[src/rtl/ahb_bus_arbiter_if.sv]
// ahb_bus_arbiter_if: request/grant bundle between the AHB masters and the bus arbiter
interface ahb_bus_arbiter_if;
    logic [2:0] hbusreq;
    logic [2:0] hlock;
    logic       hready;
    logic [1:0] hresp;
    logic [2:0] hgrant;
    logic [1:0] hmaster;
    logic [1:0] hmaster_d;
    logic       hmastlock;
    modport master (
        output hbusreq, hlock, hready, hresp,
        input  hgrant, hmaster, hmaster_d, hmastlock
    );
    modport slave (
        input  hbusreq, hlock, hready, hresp,
        output hgrant, hmaster, hmaster_d, hmastlock
    );
endinterface

[src/rtl/ahb_bus_arbiter.sv]
// ahb_bus_arbiter: three-master AHB arbiter with hold limit and locked tenures; define ARB_ROUND_ROBIN_EN for rotating priority
module ahb_bus_arbiter #(
    parameter int DEF_MASTER = 0,
    parameter int MAX_HOLD   = 16,
    parameter int CNT_W      = 5
) (
    input logic              hclk,
    input logic              hresetn,
    ahb_bus_arbiter_if.slave bus
);
    typedef enum logic [1:0] {ARB_IDLE, ARB_OWN, ARB_LOCK} state_t;
    localparam logic [1:0]       DEF     = 2'(DEF_MASTER);
    localparam logic [CNT_W-1:0] CNT_MAX = CNT_W'(MAX_HOLD - 1);
    state_t           state;
    logic [CNT_W-1:0] cnt;
    logic [1:0]       owner;
    logic [1:0]       start;
    logic [1:0]       win;
    logic [2:0]       elig;
    logic             retry;
    logic             timeout;
    logic             lock_hold;
    logic             keep;
`ifdef ARB_ROUND_ROBIN_EN
    logic [1:0] ptr;
    assign start = (ptr == 2'd2) ? 2'd0 : ptr + 2'd1;
`else
    assign start = 2'd0;
`endif
    assign owner     = bus.hmaster;
    assign retry     = bus.hresp inside {2'b10, 2'b11};
    // the current owner is never eligible when the bus is re-arbitrated
    assign elig      = bus.hbusreq & ~bus.hgrant;
    assign timeout   = (cnt == CNT_MAX) && |elig;
    assign lock_hold = (state == ARB_LOCK) && bus.hlock[owner];
    assign keep      = (state != ARB_IDLE) && (lock_hold || (!retry && bus.hbusreq[owner] && !timeout));
    // first eligible requester found searching upward from start, wrapping at 3
    always_comb begin
        win = 2'd0;
        for (int k = 2; k >= 0; k--)
            if (elig[(int'(start) + k) % 3]) win = 2'((int'(start) + k) % 3);
    end
    // arbitration state and registered bus outputs, advanced only on hready edges
    always_ff @(posedge hclk or negedge hresetn) begin
        if (!hresetn) begin
            state         <= ARB_IDLE;
            cnt           <= '0;
            bus.hgrant    <= '0;
            bus.hmaster   <= DEF;
            bus.hmaster_d <= DEF;
            bus.hmastlock <= 1'b0;
`ifdef ARB_ROUND_ROBIN_EN
            ptr           <= 2'd2;
`endif
        end else if (bus.hready) begin
            bus.hmaster_d <= bus.hmaster;
            if (keep) begin
                state         <= bus.hlock[owner] ? ARB_LOCK : ARB_OWN;
                cnt           <= bus.hlock[owner] ? '0 : (cnt == CNT_MAX) ? cnt : cnt + CNT_W'(1);
                bus.hmastlock <= bus.hlock[owner];
            end else if (|elig) begin
                state         <= bus.hlock[win] ? ARB_LOCK : ARB_OWN;
                cnt           <= '0;
                bus.hgrant    <= 3'b001 << win;
                bus.hmaster   <= win;
                bus.hmastlock <= bus.hlock[win];
`ifdef ARB_ROUND_ROBIN_EN
                ptr           <= win;
`endif
            end else begin
                state         <= ARB_IDLE;
                cnt           <= '0;
                bus.hgrant    <= '0;
                bus.hmaster   <= DEF;
                bus.hmastlock <= 1'b0;
            end
        end
    end
    // the grant must never be shared between masters
    assert property (@(posedge hclk) disable iff (!hresetn) $onehot0(bus.hgrant));
endmodule
[src/flat_wrapper.sv]
// flat-port wrapper written by rule: the top's interface ports become plain ports
module ahb_bus_arbiter_flat 
#(
    parameter int DEF_MASTER = 0,
    parameter int MAX_HOLD   = 16,
    parameter int CNT_W      = 5
)
  (hclk, hresetn, bus_hbusreq, bus_hlock, bus_hready, bus_hresp, bus_hgrant, bus_hmaster, bus_hmaster_d, bus_hmastlock);
  ahb_bus_arbiter_if bus_i ();
  input logic hclk;
  input logic hresetn;
  input wire logic [$bits(bus_i.hbusreq)-1:0] bus_hbusreq;
  input wire logic [$bits(bus_i.hlock)-1:0] bus_hlock;
  input wire logic [$bits(bus_i.hready)-1:0] bus_hready;
  input wire logic [$bits(bus_i.hresp)-1:0] bus_hresp;
  output wire logic [$bits(bus_i.hgrant)-1:0] bus_hgrant;
  output wire logic [$bits(bus_i.hmaster)-1:0] bus_hmaster;
  output wire logic [$bits(bus_i.hmaster_d)-1:0] bus_hmaster_d;
  output wire logic [$bits(bus_i.hmastlock)-1:0] bus_hmastlock;
  assign bus_i.hbusreq = bus_hbusreq;
  assign bus_i.hlock = bus_hlock;
  assign bus_i.hready = bus_hready;
  assign bus_i.hresp = bus_hresp;
  assign bus_hgrant = bus_i.hgrant;
  assign bus_hmaster = bus_i.hmaster;
  assign bus_hmaster_d = bus_i.hmaster_d;
  assign bus_hmastlock = bus_i.hmastlock;
  ahb_bus_arbiter #(.DEF_MASTER(DEF_MASTER), .MAX_HOLD(MAX_HOLD), .CNT_W(CNT_W)) u_core (.hclk(hclk), .hresetn(hresetn), .bus(bus_i));
endmodule
[config.mk]
export PLATFORM = sky130hd
export DESIGN_NAME = ahb_bus_arbiter_flat
export DESIGN_NICKNAME = d
export VERILOG_FILES = /design/src/rtl/ahb_bus_arbiter_if.sv /design/src/rtl/ahb_bus_arbiter.sv /design/src/flat_wrapper.sv
export SDC_FILE = /design/constraint.sdc
export NUM_CORES = 1
export LEC_CHECK = 0
export ABC_AREA = 1
export ABC_CLOCK_PERIOD_IN_PS = 1640
export BUFFER_PORTS_ARGS = -buffer_cell sky130_fd_sc_hd__buf_2
export CELL_PAD_IN_SITES_DETAIL_PLACEMENT = 1
export CELL_PAD_IN_SITES_GLOBAL_PLACEMENT = 2
export CORE_ASPECT_RATIO = 2
export CORE_UTILIZATION = 27
export CTS_CLUSTER_DIAMETER = 100
export DETAILED_ROUTE_END_ITERATION = 10
export PLACE_DENSITY_LB_ADDON = 0.1
export REMOVE_ABC_BUFFERS = 1
export SETUP_SLACK_MARGIN = 0.2
export SYNTH_ARGS = -nofsm -noshare
export SYNTH_HDL_FRONTEND = slang
export SYNTH_SLANG_ARGS = --single-unit
[constraint.sdc]
create_clock -name hclk -period 1.64 [get_ports hclk]
set_input_delay 0.328 -clock hclk [delete_from_list [all_inputs] [get_ports hclk]]
set_output_delay 0.328 -clock hclk [all_outputs]
set_load 0.05 [all_outputs]
==> results of run 1 <==
==> cell type report <==
cell class | instances | area [um^2] | area share, %
inverters | 20 | 85.08 | 6.890
well taps | 31 | 38.79 | 3.141
clock buffers | 4 | 45.04 | 3.647
multi-input cells | 84 | 561.8 | 45.49
flip-flops and latches | 13 | 326.6 | 26.44
repair buffers | 29 | 177.7 | 14.39
==> metal layers <==
layer  routed length, um  global-route usage (%)  share of wire [%]  vias up
met5                   0                       0                  0        -
met4                  24                   5.966               0.97        0
met3                  45                   1.935                1.8        2
met2                1522                   30.03                 62       13
met1                 872                   15.25                 35      415
li1                    -                       -                  -      434
==> Yosys cell counts <==
cell type                  instances
sky130_fd_sc_hd__o21ai_1           1
sky130_fd_sc_hd__nand4_1           7
sky130_fd_sc_hd__inv_4             1
sky130_fd_sc_hd__a21oi_4           1
sky130_fd_sc_hd__xor2_1            1
sky130_fd_sc_hd__nand2_2           4
sky130_fd_sc_hd__o211ai_1          1
sky130_fd_sc_hd__nand3_4           2
sky130_fd_sc_hd__inv_1            15
sky130_fd_sc_hd__nor2_1            9
sky130_fd_sc_hd__dfrtp_1          13
sky130_fd_sc_hd__nand3_1           3
sky130_fd_sc_hd__nand2_4           8
sky130_fd_sc_hd__a21oi_1           1
sky130_fd_sc_hd__and3_1            1
sky130_fd_sc_hd__buf_4             2
sky130_fd_sc_hd__ha_1              2
sky130_fd_sc_hd__inv_2             4
sky130_fd_sc_hd__nand2_1          36
sky130_fd_sc_hd__nand3_2           3
sky130_fd_sc_hd__xnor2_1           1
sky130_fd_sc_hd__o21ai_0           3
==> cell usage in the layout (no fill, tap or decap) <==
master | synthesis | routed
sky130_fd_sc_hd__nand3_4 | 2 | 2
sky130_fd_sc_hd__o21ai_1 | 1 | 1
sky130_fd_sc_hd__dfrtp_1 | 13 | 12
sky130_fd_sc_hd__inv_8 | 0 | 1
sky130_fd_sc_hd__o211ai_1 | 1 | 1
sky130_fd_sc_hd__clkbuf_8 | 0 | 3
sky130_fd_sc_hd__inv_2 | 4 | 3
sky130_fd_sc_hd__o21ai_0 | 3 | 3
sky130_fd_sc_hd__nand2_1 | 36 | 32
sky130_fd_sc_hd__ha_4 | 0 | 1
sky130_fd_sc_hd__nand2_2 | 4 | 5
sky130_fd_sc_hd__xor2_1 | 1 | 1
sky130_fd_sc_hd__buf_4 | 2 | 11
sky130_fd_sc_hd__dlygate4sd3_1 | 0 | 1
sky130_fd_sc_hd__ha_2 | 0 | 1
sky130_fd_sc_hd__nor2_2 | 0 | 1
sky130_fd_sc_hd__and3_4 | 0 | 1
sky130_fd_sc_hd__a21oi_4 | 1 | 1
sky130_fd_sc_hd__clkbuf_1 | 0 | 1
sky130_fd_sc_hd__buf_2 | 0 | 17
sky130_fd_sc_hd__dfrtp_2 | 0 | 1
sky130_fd_sc_hd__a21oi_1 | 1 | 1
sky130_fd_sc_hd__nand2_4 | 8 | 10
sky130_fd_sc_hd__nand4_1 | 7 | 7
sky130_fd_sc_hd__inv_1 | 15 | 15
sky130_fd_sc_hd__xnor2_1 | 1 | 1
sky130_fd_sc_hd__nor2_1 | 9 | 8
sky130_fd_sc_hd__nand3_1 | 3 | 3
sky130_fd_sc_hd__inv_4 | 1 | 1
sky130_fd_sc_hd__nand2_8 | 0 | 1
sky130_fd_sc_hd__nand3_2 | 3 | 3
==> per-stage QoR <==
stage	cells	util, %	TNS (ns)	setup WS [ns]
after floorplan	117	-	-3.381	-0.3333
after global placement	170	33.13	-0.7273	-0.1128
after detailed placement	170	33.13	-0.8916	-0.1349
after CTS	179	37.08	0	0.05931
after global routing	181	38.24	0	0.003907
final	181	38.24	0	0.1036
==> sequential cells by signal (all words and copies together), names as in the netlist <==
| signal | flops |
|---|---|
| u_core.cnt | 5 |
| u_core.bus.hgrant | 2 |
| u_core.bus.hmaster | 2 |
| u_core.bus.hmaster_d | 2 |
| u_core.state | 2 |
==> timing repair <==
action,in CTS,in global routing
hold endpoints to repair,13,0
hold buffers,1,0
resized for setup,11,6
gates cloned,0,0
pin swaps,6,4
endpoints found under the setup margin,11,11
buffers inserted,4,2
==> power by group through the flow <==
stage          Combinational [W]  Sequential, W  Clock (W)
6_report                 0.00130       0.000518   0.000294
5_1_grt                  0.00143       0.000536   0.000322
4_1_cts                  0.00128       0.000523   0.000304
3_5_place_dp             0.00119       0.000524          0
3_3_place_gp             0.00119       0.000516          0
2_1_floorplan           0.000605       0.000818          0
==> worst paths after layout <==
path / startpoint / end / slack (ns)
setup / recovery: u_core.cnt[0] / u_core.bus.hgrant[2] / 0.10
hold / removal: bus_hbusreq[0] / u_core.bus.hgrant[0] / 0.47
setup reg to reg: u_core.cnt[0] / u_core.bus.hgrant[2] / 0.10
hold reg to reg: u_core.bus.hmaster_d[0] / u_core.bus.hmaster_d[0] / 0.48
max in group asynchronous: hresetn / u_core.bus.hmaster[0] / 0.85
min in group asynchronous: hresetn / u_core.cnt[0] / 0.52
==> cell families after synthesis <==
| logic type | count (synthesis) | synth area share, % |
|---|---|---|
| and+or+nand+nor | 73 | 44.85 |
| buffers and inverters | 22 | 10.03 |
| DFF | 13 | 35.23 |
| AOI/OAI and AO/OA | 7 | 5.284 |
| xor gates and xnor gates | 2 | 1.897 |
| adders and majority gates | 2 | 2.710 |
==> critical path, delay by kind of cell, from the launching register on <==
| family | cells | cell delay [ns] |
|---|---|---|
| buffers and inverters | 1 | 0.05 |
| flip-flops | 1 | 0.38 |
| AND/OR/NAND/NOR | 8 | 0.65 |
| adder cells (fa/ha/maj) | 2 | 0.35 |
==> Flow_metrics.wiki, run 1 <==
{| class="wikitable"
! Metric !! Value
|-
| Synth Register Bits || 13
|-
| Status || finished with violations
|-
| Cell at the root of the clock tree || sky130_fd_sc_hd__clkbuf_8
|-
| GRT Resource Usage Total || 15.37%
|-
| Number of remaining DRC errors || 2
|-
| FMAX || 650.9 MHz
|-
| Later-pin clock latency in the skew report || 0.24 ns
|-
| Instance area at placement || 0.001070 mm^2
|-
| Final-report hold violation count || 0
|-
| CTS Buf Count || 3
|-
| Portion of synthesized cell area occupied by the leading cell type || 35.23%
|-
| Number of fill cells || 397
|-
| Lkg Pwr || 0.6882 nW
|-
| Count of nets left with antenna violations after detail routing || 0
|-
| Violations in the final reports || DRC
|-
| Share of total power in sequential cells || 24.5%
|-
| Total inserted antenna cells || 0
|-
| Number of global-route vias before repair || 935
|-
| Total Die Area || 0.003672 mm^2
|-
| DR vias/cell || 4.773
|-
| Die Y || 84.70 um
|-
| Count of endpoints failing setup in the final report || 0
|-
| # port buffers || 17
|-
| FP Rows || 29
|-
| Top cells by area in the synthesized netlist || sky130_fd_sc_hd__dfrtp_1 35%, sky130_fd_sc_hd__nand2_1 15%, sky130_fd_sc_hd__nand2_4 9.8%
|-
| Clock period minus final worst setup slack || 1.536 ns
|-
| CP required || 1.78 ns
|-
| Clock Skews || 0.001652 ns
|-
| Switching fraction of total power || 53.37%
|-
| Logic pwr share || 61.6%
|-
| Maximum number of pins on one net before global-route repair || 14
|-
| Number of top-level pins || 19
|-
| Element type at the critical path end || flip-flop
|-
| Syn. warnings || 0
|-
| Worst Path Max Fanout || 6
|-
| Count of mapped cells out of synthesis || 119
|-
| Total power of the final layout || 0.002116 W
|-
| Number of instances on the worst hold path || 3
|-
| Critical path startpoint category || flip-flop
|-
| Estimated wirelength of the detail-placed design || 2.018 mm
|-
| Ratio of total power to cell area || 1713 mW/mm^2
|-
| Level count of the clock H-tree || 1
|-
| CP max-delay cell || sky130_fd_sc_hd__dfrtp_1
|-
| Worst setup path category || reg -> reg
|-
| RSZ-0062 raised after global routing || yes
|-
| RePlAce Congestion || 0.6842
|-
| CP dominant cell by count || sky130_fd_sc_hd__nand2_4
|-
| Aggregate routed wire length || 2.464 mm
|-
| Fraction of layout cells with a size suffix above 1 || 42.00%
|-
| Chip Width || 43.35 um
|-
| Nets || 164
|-
| Number of cells on the worst reg-to-reg path || 11
|-
| Hold Crit Class || in -> reg
|-
| Total clock sinks || 13
|-
| Final Hold Slack || 0.4676 ns
|-
| Least-Margin Pin Slew || 0.3417 ns
|-
| Cell-by-cell trace of the critical path || ha_2 -> and3_4 -> ha_4 -> nand2_4 -> nand3_4 -> nand2_4 -> nand2_4 -> nand2_8 -> inv_8 -> nand2_4 -> nand2_1
|-
| Sum of overflow across all layers after global routing || 0
|-
| Average wire per standard cell || 13.61 um
|-
| Average cell area after synthesis || 7.760 um^2
|-
| Cell area after synthesis || 923.4 um^2
|-
| Max clock buf depth || 2
|-
| TritonCTS clock tree || done
|-
| Share of power burned in the clock network || 13.9%
|-
| Yosys top cell by area || sky130_fd_sc_hd__dfrtp_1
|-
| Final Instance Area || 0.001235 mm^2
|-
| Max VDD drop || 0.0007479 V
|-
| Detailed router's first-iteration violation count || 10
|-
| Standard cell core area || 0.003229 mm^2
|-
| Max capacitance violation total || 0
|-
| Wire length of the first global-routing pass || 4.146 mm
|-
| Clock transition at the registers of the reported paths || 0.06 ns
|-
| Internal power || 0.0009865 W
|-
| Part of the cycle the worst path needs || 93.68%
|-
| Worst slew margin relative to its limit || 77.22%
|-
| Area Growth Syn to Fin || 33.74%
|-
| Worst endpoint data arrival time || 1.67 ns
|-
| Switching Power || 0.001129 W
|-
| Via count || 864
|-
| Antenna violations before repair || 0
|-
| Detailed-routing iteration count for the pre-antenna-repair pass || 6
|-
| Proportion of synthesized chip area in sequential cells || 35.23%
|-
| Maximum cell stage delay along the critical path || 0.38 ns
|-
| Final slew viol count || 0
|-
| Distinct cell type count of the synthesized netlist || 22
|-
| Initial cell density of the core || 28.59%
|}
Note: power is estimated with default switching activity, not from simulation.
==> run 2: changes to the inputs <==
- CORE_ASPECT_RATIO: 2 -> 0.5
- CORE_MARGIN: unset -> 5
- PLACE_DENSITY: unset -> 0.73
- PLACE_DENSITY_LB_ADDON: 0.1 -> unset
==> run 2 against run 1 <==
The run now ends clean. Core utilization shrank 1.5 points. Global-route usage shrank 4.3 points. Register-to-register slack lost 0.05 ns. Routed wire length shrank 1.6%. Final area shrank 0.10%. Worst hold slack lost 0.014 ns. Flip-flop and latch count is the same. Clock power is essentially flat. Combinational power is essentially flat. Die area grew 30%.
==> Flow_metrics.wiki, run 2 (synthesis results as in run 1) <==
{| class="wikitable"
! Metric !! Value
|-
| Antenna violations before repair || 0 (unchanged)
|-
| TritonCTS clock tree || done
|-
| Fraction of layout cells with a size suffix above 1 || 41.22% (-0.78 points)
|-
| Number of global-route vias before repair || 838 (-10%)
|-
| Detailed router's first-iteration violation count || 17 (+7)
|-
| Wire length of the first global-routing pass || 4.022 mm (-3.0%)
|-
| Die Y || 51.35 um (-39%)
|-
| Worst Path Max Fanout || 6 (unchanged)
|-
| Nets || 162 (-1.2%)
|-
| Ratio of total power to cell area || 1694 mW/mm^2 (-1.1%)
|-
| Clock period minus final worst setup slack || 1.584 ns (+0.04715 ns)
|-
| GRT Resource Usage Total || 11.12% (-4.3 points)
|-
| Status || finished, final reports clean
|-
| Part of the cycle the worst path needs || 96.56% (+2.9 points)
|-
| RePlAce Congestion || 0.7354 (+7.5%)
|-
| Estimated wirelength of the detail-placed design || 1.838 mm (-8.9%)
|-
| Crit path setup slack, layout || 0.05648 ns (-0.04715 ns)
|-
| Commonest non-fill, non-tap cell in the layout || sky130_fd_sc_hd__nand2_1
|-
| Total clock sinks || 13 (unchanged)
|-
| Sum of overflow across all layers after global routing || 0 (unchanged)
|-
| DR vias/cell || 4.405 (-7.7%)
|-
| Number of remaining DRC errors || 0 (-2)
|-
| Cell count after placement || 182 (+7.1%)
|-
| Least-Margin Pin Slew || 0.3295 ns (-0.01213 ns)
|-
| Detailed-routing iteration count for the pre-antenna-repair pass || 4 (-2)
|-
| Final cell count without fillers || 190 (+5.0%)
|-
| Maximum number of pins on one net before global-route repair || 14 (unchanged)
|-
| Flip-flop count of the largest register after layout || 5 (unchanged)
|-
| Total inserted antenna cells || 0 (unchanged)
|-
| Via count || 837 (-3.1%)
|-
| Hold Crit Class || in -> reg
|-
| Final Hold Slack || 0.4535 ns (-0.01410 ns)
|-
| Core occupancy in the finished layout || 36.72% (-1.5 points)
|-
| CP required || 1.78 ns (about the same)
|-
| FP Rows || 15 (-48%)
|-
| Count of nets left with antenna violations after detail routing || 0 (unchanged)
|-
| Max capacitance violation total || 0 (unchanged)
|-
| Register name with the most flops || u_core.cnt
|-
| Lkg Pwr || 0.6796 nW (-1.3%)
|-
| Count of endpoints failing setup in the final report || 0 (unchanged)
|-
| Setup total negative slack || 0 ns (unchanged)
|-
| Clock Skews || 0.002964 ns (+0.001312 ns)
|-
| Standard cell core area || 0.003359 mm^2 (+4.0%)
|-
| Cell at the root of the clock tree || sky130_fd_sc_hd__clkbuf_8
|-
| # port buffers || 17 (unchanged)
|-
| Max VDD drop || 0.0003139 V (-58%)
|-
| Commonest cells after routing, fill and taps aside || 31 x sky130_fd_sc_hd__nand2_1, 17 x sky130_fd_sc_hd__buf_2, 15 x sky130_fd_sc_hd__inv_1, 13 x sky130_fd_sc_hd__dfrtp_1, 9 x sky130_fd_sc_hd__nand2_4
|-
| Critical path startpoint category || flip-flop
|-
| Element type at the critical path end || flip-flop
|-
| Level count of the clock H-tree || 1 (unchanged)
|-
| Worst setup path category || reg -> reg
|-
| Worst slew margin relative to its limit || 78.03% (+0.81 points)
|-
| Worst endpoint data arrival time || 1.72 ns (+0.05 ns)
|-
| Aggregate routed wire length || 2.424 mm (-1.6%)
|-
| Later-pin clock latency in the skew report || 0.25 ns (about the same)
|-
| Number of fill cells || 419 (+5.5%)
|-
| Initial cell density of the core || 27.49% (-1.1 points)
|-
| Area Growth Syn to Fin || 33.60%
|-
| Max clock buf depth || 2 (unchanged)
|-
| Final slew viol count || 0 (unchanged)
|-
| RSZ-0062 raised after global routing || yes
|-
| Chip Width || 92.71 um (+110%)
|-
| Clock transition at the registers of the reported paths || 0.06 ns (about the same)
|-
| CTS Buf Count || 3 (unchanged)
|-
| Average wire per standard cell || 12.76 um (-6.3%)
|-
| FMAX || 631.5 MHz (-3.0%)
|-
| Final-report hold violation count || 0 (unchanged)
|-
| Number of top-level pins || 19 (unchanged)
|-
| Placement Setup Slack || -0.1038 ns (+0.03108 ns)
|-
| Total Die Area || 0.004760 mm^2 (+30%)
|}
## run 2: cell types whose count changed in the layout (fill, tap and decap cells not counted), sizes merged
cell,change
buf,-2
## run 2: worst paths after layout
check,from,end,slack (ns),cells after the start
min,bus_hbusreq[0],u_core.bus.hgrant[0],0.45,3
max,u_core.cnt[0],u_core.bus.hmaster[0],0.06,11
max in group asynchronous,hresetn,u_core.bus.hmaster[0],0.88,2
min in group asynchronous,hresetn,u_core.cnt[0],0.51,2
max reg2reg,u_core.cnt[0],u_core.bus.hmaster[0],0.06,11
min reg2reg,u_core.cnt[4],u_core.cnt[4],0.48,2
## run 2: area by class of cell
class	instances	area (um^2)	area share, %
multi-input combinational	84	559.3	45.33
clock buffer	4	45.04	3.651
timing repair buffer	27	166.4	13.49
tap	42	52.55	4.260
sequential	13	325.3	26.37
inverter	20	85.08	6.897
## run 2: metal layers
layer / wire length, um / track usage, % / part of all wire, % / vias to the layer above
li1: - / - / - / 432
met1: 1141 / 13.26 / 47 / 387
met2: 1143 / 19.33 / 47 / 13
met3: 107 / 2.941 / 4.4 / 5
met4: 32 / 4.380 / 1.3 / 0
met5: 0 / 0 / 0 / -
## run 2: power by group
| group | switching [W] | leakage [nW] | total, W | internal [W] |
|---|---|---|---|---|
| Clock | 0.000125 | 0.0228 | 0.000297 | 0.000172 |
| Sequential | 0.0000926 | 0.172 | 0.000514 | 0.000422 |
| Combinational | 0.000915 | 0.485 | 0.00128 | 0.000363 |
| Total | 0.00113 | 0.680 | 0.00209 | 0.000957 |
## run 2: worst max-delay path, stage by stage (launching register included)
cell and delay (ns):
sky130_fd_sc_hd__dfrtp_1 0.38, sky130_fd_sc_hd__ha_2 0.19, sky130_fd_sc_hd__and3_4 0.18, sky130_fd_sc_hd__ha_4 0.16, sky130_fd_sc_hd__nand2_4 0.07, sky130_fd_sc_hd__nand3_4 0.09
sky130_fd_sc_hd__nand2_4 0.09, sky130_fd_sc_hd__nand2_4 0.07, sky130_fd_sc_hd__nand2_8 0.10, sky130_fd_sc_hd__inv_8 0.05, sky130_fd_sc_hd__nand2_2 0.05, sky130_fd_sc_hd__nand2_2 0.05
## run 2: through the flow
stage,area (um^2),total power [W]
6_report,1234,0.002090
2_1_floorplan,908.4,0.001423
5_1_grt,1234,0.002251
4_1_cts,1196,0.002060
3_5_place_dp,1091,0.001718
3_3_place_gp,1091,0.001703
## run 2: repair_timing
| item | in CTS | in global routing |
|---|---|---|
| pin swaps | 7 | 6 |
| setup endpoints to repair | 11 | 11 |
| setup buffers | 2 | 1 |
| gates resized for setup | 7 | 10 |
| endpoints found under the hold margin | 13 | 0 |
| hold buffers | 1 | 0 |
==> run 3: changes to the inputs <==
- ABC_AREA: 1 -> unset
- CORE_UTILIZATION: 27 -> 29
- PLACE_DENSITY: 0.73 -> 0.72
==> run 3 against run 2 <==
The flow now finishes with violations (setup timing). Flip-flop and latch count unchanged. Synthesized area shrank 11%. Clock-buffer cell count did not move. Clock skew down 0.0025 ns. Final cell count shrank 17%. Final area rose by 5.0%. Fmax is 20% lower. Worst hold slack better by 0.051 ns. Routed wire length rose by 18%. Register-to-register slack worse by 0.39 ns. Sequential power grew 2%. Critical endpoint is now u_core.bus.hgrant[0].
==> Flow_metrics.wiki, run 3 <==
{| class="wikitable"
! Metric !! Value
|-
| Least-Margin Pin Slew || 0.5115 ns (+0.1819 ns)
|-
| Synth Register Bits || 13 (unchanged)
|-
| DR vias/cell || 5.121 (+16%)
|-
| FP Rows || 13 (-2)
|-
| Worst slew margin relative to its limit || 65.90% (-12 points)
|-
| Portion of synthesized cell area occupied by the leading cell type || 39.76% (+4.5 points)
|-
| Number of remaining DRC errors || 0 (unchanged)
|-
| Commonest non-fill, non-tap cell in the layout || sky130_fd_sc_hd__buf_4
|-
| Element type at the critical path end || flip-flop
|-
| RSZ-0062 raised after global routing || yes
|-
| Internal power || 0.001154 W (+21%)
|-
| Worst Path Max Fanout || 5 (-1)
|-
| RePlAce Congestion || 0.8003 (+8.8%)
|-
| Estimated wirelength of the detail-placed design || 1.985 mm (+8.0%)
|-
| Number of top-level pins || 19 (unchanged)
|-
| Crit path setup slack, layout || -0.3351 ns (-0.3916 ns)
|-
| Number of global-route vias before repair || 900 (+7.4%)
|-
| Count of mapped cells out of synthesis || 75 (-37%)
|-
| TritonCTS clock tree || done
|-
| Sum of overflow across all layers after global routing || 0 (unchanged)
|-
| GRT Resource Usage Total || 15.07% (+4.0 points)
|-
| Aggregate routed wire length || 2.859 mm (+18%)
|-
| Maximum number of pins on one net before global-route repair || 14 (unchanged)
|-
| Standard cell core area || 0.002651 mm^2 (-21%)
|-
| Worst setup path category || reg -> reg
|-
| Flip-flop count of the largest register after layout || 5 (unchanged)
|-
| Area Growth Syn to Fin || 58.26%
|-
| Clock period minus final worst setup slack || 1.975 ns (+0.3916 ns)
|-
| Post-synth EDFFs || 0 (unchanged)
|-
| Level count of the clock H-tree || 1 (unchanged)
|-
| Max capacitance violation total || 0 (unchanged)
|-
| Share of total power in sequential cells || 23.9% (-0.7 points)
|-
| Worst endpoint data arrival time || 2.10 ns (+0.38 ns)
|-
| Final-report hold violation count || 0 (unchanged)
|-
| Count of endpoints failing setup in the final report || 11 (+11)
|-
| Chip Width || 85.12 um (-8.2%)
|-
| Max clock buf depth || 2 (unchanged)
|-
| Wire length of the first global-routing pass || 4.374 mm (+8.8%)
|-
| FMAX || 506.3 MHz (-20%)
|-
| Die Y || 47.56 um (-7.4%)
|-
| Clock Skews || 0.0004198 ns (-0.002544 ns)
|-
| Nets || 134 (-17%)
|-
| Most frequent cells after synthesis || 13 x sky130_fd_sc_hd__dfrtp_1, 8 x sky130_fd_sc_hd__mux2_1, 6 x sky130_fd_sc_hd__nor2_1, 4 x sky130_fd_sc_hd__inv_1
|-
| Switching Power || 0.001036 W (-8.6%)
|-
| Ratio of total power to cell area || 1691 mW/mm^2 (-0.18%)
|-
| Syn. warnings || 0 (unchanged)
|-
| Average wire per standard cell || 18.21 um (+43%)
|-
| Proportion of synthesized chip area in sequential cells || 39.76% (+4.5 points)
|-
| Detailed-routing iteration count for the pre-antenna-repair pass || 3 (-1)
|-
| Part of the cycle the worst path needs || 120.4% (+24 points)
|-
| Total Die Area || 0.004048 mm^2 (-15%)
|-
| Placement Setup Slack || -0.4233 ns (-0.3195 ns)
|-
| Violations in the final reports || setup timing
|-
| Via count || 804 (-3.9%)
|-
| Critical path startpoint category || flip-flop
|-
| Core occupancy in the finished layout || 48.84% (+12 points)
|-
| Most numerous cell in the Yosys netlist || sky130_fd_sc_hd__dfrtp_1
|-
| Max VDD drop || 0.0006683 V (+110%)
|-
| Average cell area after synthesis || 10.91 um^2 (+41%)
|-
| Cell at the root of the clock tree || sky130_fd_sc_hd__clkbuf_8
|-
| Yosys top cell by area || sky130_fd_sc_hd__dfrtp_1
|-
| Antenna violations before repair || 0 (unchanged)
|-
| CP required || 1.77 ns (about the same)
|-
| Final cell count without fillers || 157 (-17%)
|-
| Top cells by area in the synthesized netlist || sky130_fd_sc_hd__dfrtp_1 40%, sky130_fd_sc_hd__mux2_1 11%, sky130_fd_sc_hd__a22o_1 3.2%
|-
| Commonest cells after routing, fill and taps aside || 24 x sky130_fd_sc_hd__buf_4, 15 x sky130_fd_sc_hd__buf_2, 12 x sky130_fd_sc_hd__dfrtp_1, 6 x sky130_fd_sc_hd__nor2_1
|-
| Initial cell density of the core || 30.86% (+3.4 points)
|-
| Asr flop ratio synth || 100.0% (unchanged)
|-
| # port buffers || 17 (unchanged)
|-
| Later-pin clock latency in the skew report || 0.24 ns (about the same)
|-
| Switching fraction of total power || 47.29% (-6.9 points)
|-
| Lkg Pwr || 0.6071 nW (-11%)
|-
| Fraction of layout cells with a size suffix above 1 || 55.00% (+14 points)
|-
| Total clock sinks || 13 (unchanged)
|-
| CTS Buf Count || 3 (unchanged)
|-
| Most used flip-flop cell after synthesis || sky130_fd_sc_hd__dfrtp_1
|-
| Logic pwr share || 62.8% (+1.6 points)
|-
| Cell area after synthesis || 818.3 um^2 (-11%)
|-
| Total inserted antenna cells || 0 (unchanged)
|-
| Count of nets left with antenna violations after detail routing || 0 (unchanged)
|-
| Register name with the most flops || u_core.cnt
|-
| Distinct cell type count of the synthesized netlist || 38 (+73%)
|-
| Hold Crit Class || in -> async
|-
| Clock transition at the registers of the reported paths || 0.06 ns (about the same)
|-
| Status || finished with violations
|-
| Cell count after placement || 147 (-19%)
|-
| Share of power burned in the clock network || 13.3% (-0.9 points)
|-
| Detailed router's first-iteration violation count || 30 (+13)
|-
| Final slew viol count || 0 (unchanged)
|}
run 3: cell count changes in the layout (fill, tap and decap cells not counted), moves of 3 or more:
cell,previous run,this run
sky130_fd_sc_hd__nand3_1,3,0
sky130_fd_sc_hd__nand2_2,7,0
sky130_fd_sc_hd__nand4_1,7,0
sky130_fd_sc_hd__buf_4,8,24
sky130_fd_sc_hd__nor2b_1,0,3
sky130_fd_sc_hd__mux2_1,0,4
sky130_fd_sc_hd__nand2_4,9,0
sky130_fd_sc_hd__nand2_1,31,3
sky130_fd_sc_hd__inv_1,15,4
sky130_fd_sc_hd__mux2_4,0,4
sky130_fd_sc_hd__a22o_1,0,3
sky130_fd_sc_hd__nand2b_1,0,3
sky130_fd_sc_hd__nand3_2,3,0
run 3: worst paths after layout:
| path | start | end | slack [ns] | cells after the start |
|---|---|---|---|---|
| setup / recovery | u_core.cnt[1] | u_core.bus.hgrant[0] | -0.34 | 6 |
| setup reg to reg | u_core.cnt[1] | u_core.bus.hgrant[0] | -0.34 | 6 |
| min in group hclk | u_core.bus.hmaster_d[0] | u_core.bus.hmaster_d[0] | 0.52 | 1 |
| max in group asynchronous | hresetn | u_core.bus.hmaster[1] | 0.88 | 2 |
| hold / removal | hresetn | u_core.cnt[4] | 0.50 | 2 |
| hold reg to reg | u_core.bus.hmaster_d[0] | u_core.bus.hmaster_d[0] | 0.52 | 1 |
run 3: cell type report:
cell class              count  area, um^2
multi-input cells          55       566.8
clock buffers               4       45.04
flip-flops and latches     13       326.6
inverters                   5       18.77
fillers                   300        1356
well taps                  37       46.29
repair buffers             43       291.5
run 3: routing by layer:
layer  global-route usage [%]  vias to the layer above  part of all wire [%]
li1                         -                      375                     -
met1                    13.46                      408                    41
met2                    31.48                       15                    52
met3                    3.952                        6                   3.8
met4                    11.04                        0                   2.9
met5                        0                        -                     0
run 3: through the flow:
step | area, um^2 | hold slack (ns) | setup TNS [ns] | power, W
global route | 1295 | 0.5174 | -3.933 | 0.002307
CTS | 1237 | 0.4994 | -3.178 | 0.002113
detailed placement | 1089 | 0.2317 | -3.905 | 0.001664
global placement | 1089 | 0.2268 | -3.219 | 0.001599
finish | 1295 | 0.5044 | -3.362 | 0.002190
floorplan | 807.0 | 0.03241 | -7.204 | 0.001217
run 3: logic make-up (layout without fill, tap and decap cells):
logic type / after synthesis / in the layout / synth area share (%)
and+or+nand+nor: 24 / 24 / 17.43
AOI/OAI and AO/OA: 20 / 20 / 23.85
DFF: 13 / 13 / 39.76
muxes: 9 / 9 / 12.23
buffers and inverters: 7 / 52 / 3.669
adders and majority gates: 2 / 2 / 3.058
run 3: critical path, stage by stage (launching register included):
cell	delay [ns]
sky130_fd_sc_hd__dfrtp_1	0.39
sky130_fd_sc_hd__ha_2	0.19
sky130_fd_sc_hd__and3_4	0.15
sky130_fd_sc_hd__ha_4	0.16
sky130_fd_sc_hd__a211o_4	0.36
sky130_fd_sc_hd__a31oi_4	0.28
sky130_fd_sc_hd__mux2_4	0.33
run 3: timing repair:
item | 4_1_cts | 5_1_grt
pin swaps | 6 | 7
endpoints found under the hold margin | 13 | 0
setup buffers | 3 | 2
hold buffers | 1 | 0
cloned | 0 | 0
gates resized for setup | 14 | 8
endpoints found under the setup margin | 11 | 14
run 3: power by group through the flow:
| stage | clock (W) | combinational, W | sequential, W |
|---|---|---|---|
| 2_1_floorplan | 0 | 0.000394 | 0.000823 |
| 3_3_place_gp | 0 | 0.00110 | 0.000497 |
| 3_5_place_dp | 0 | 0.00115 | 0.000513 |
| 4_1_cts | 0.000300 | 0.00130 | 0.000513 |
| 5_1_grt | 0.000320 | 0.00145 | 0.000537 |
| 6_report | 0.000291 | 0.00137 | 0.000524 |
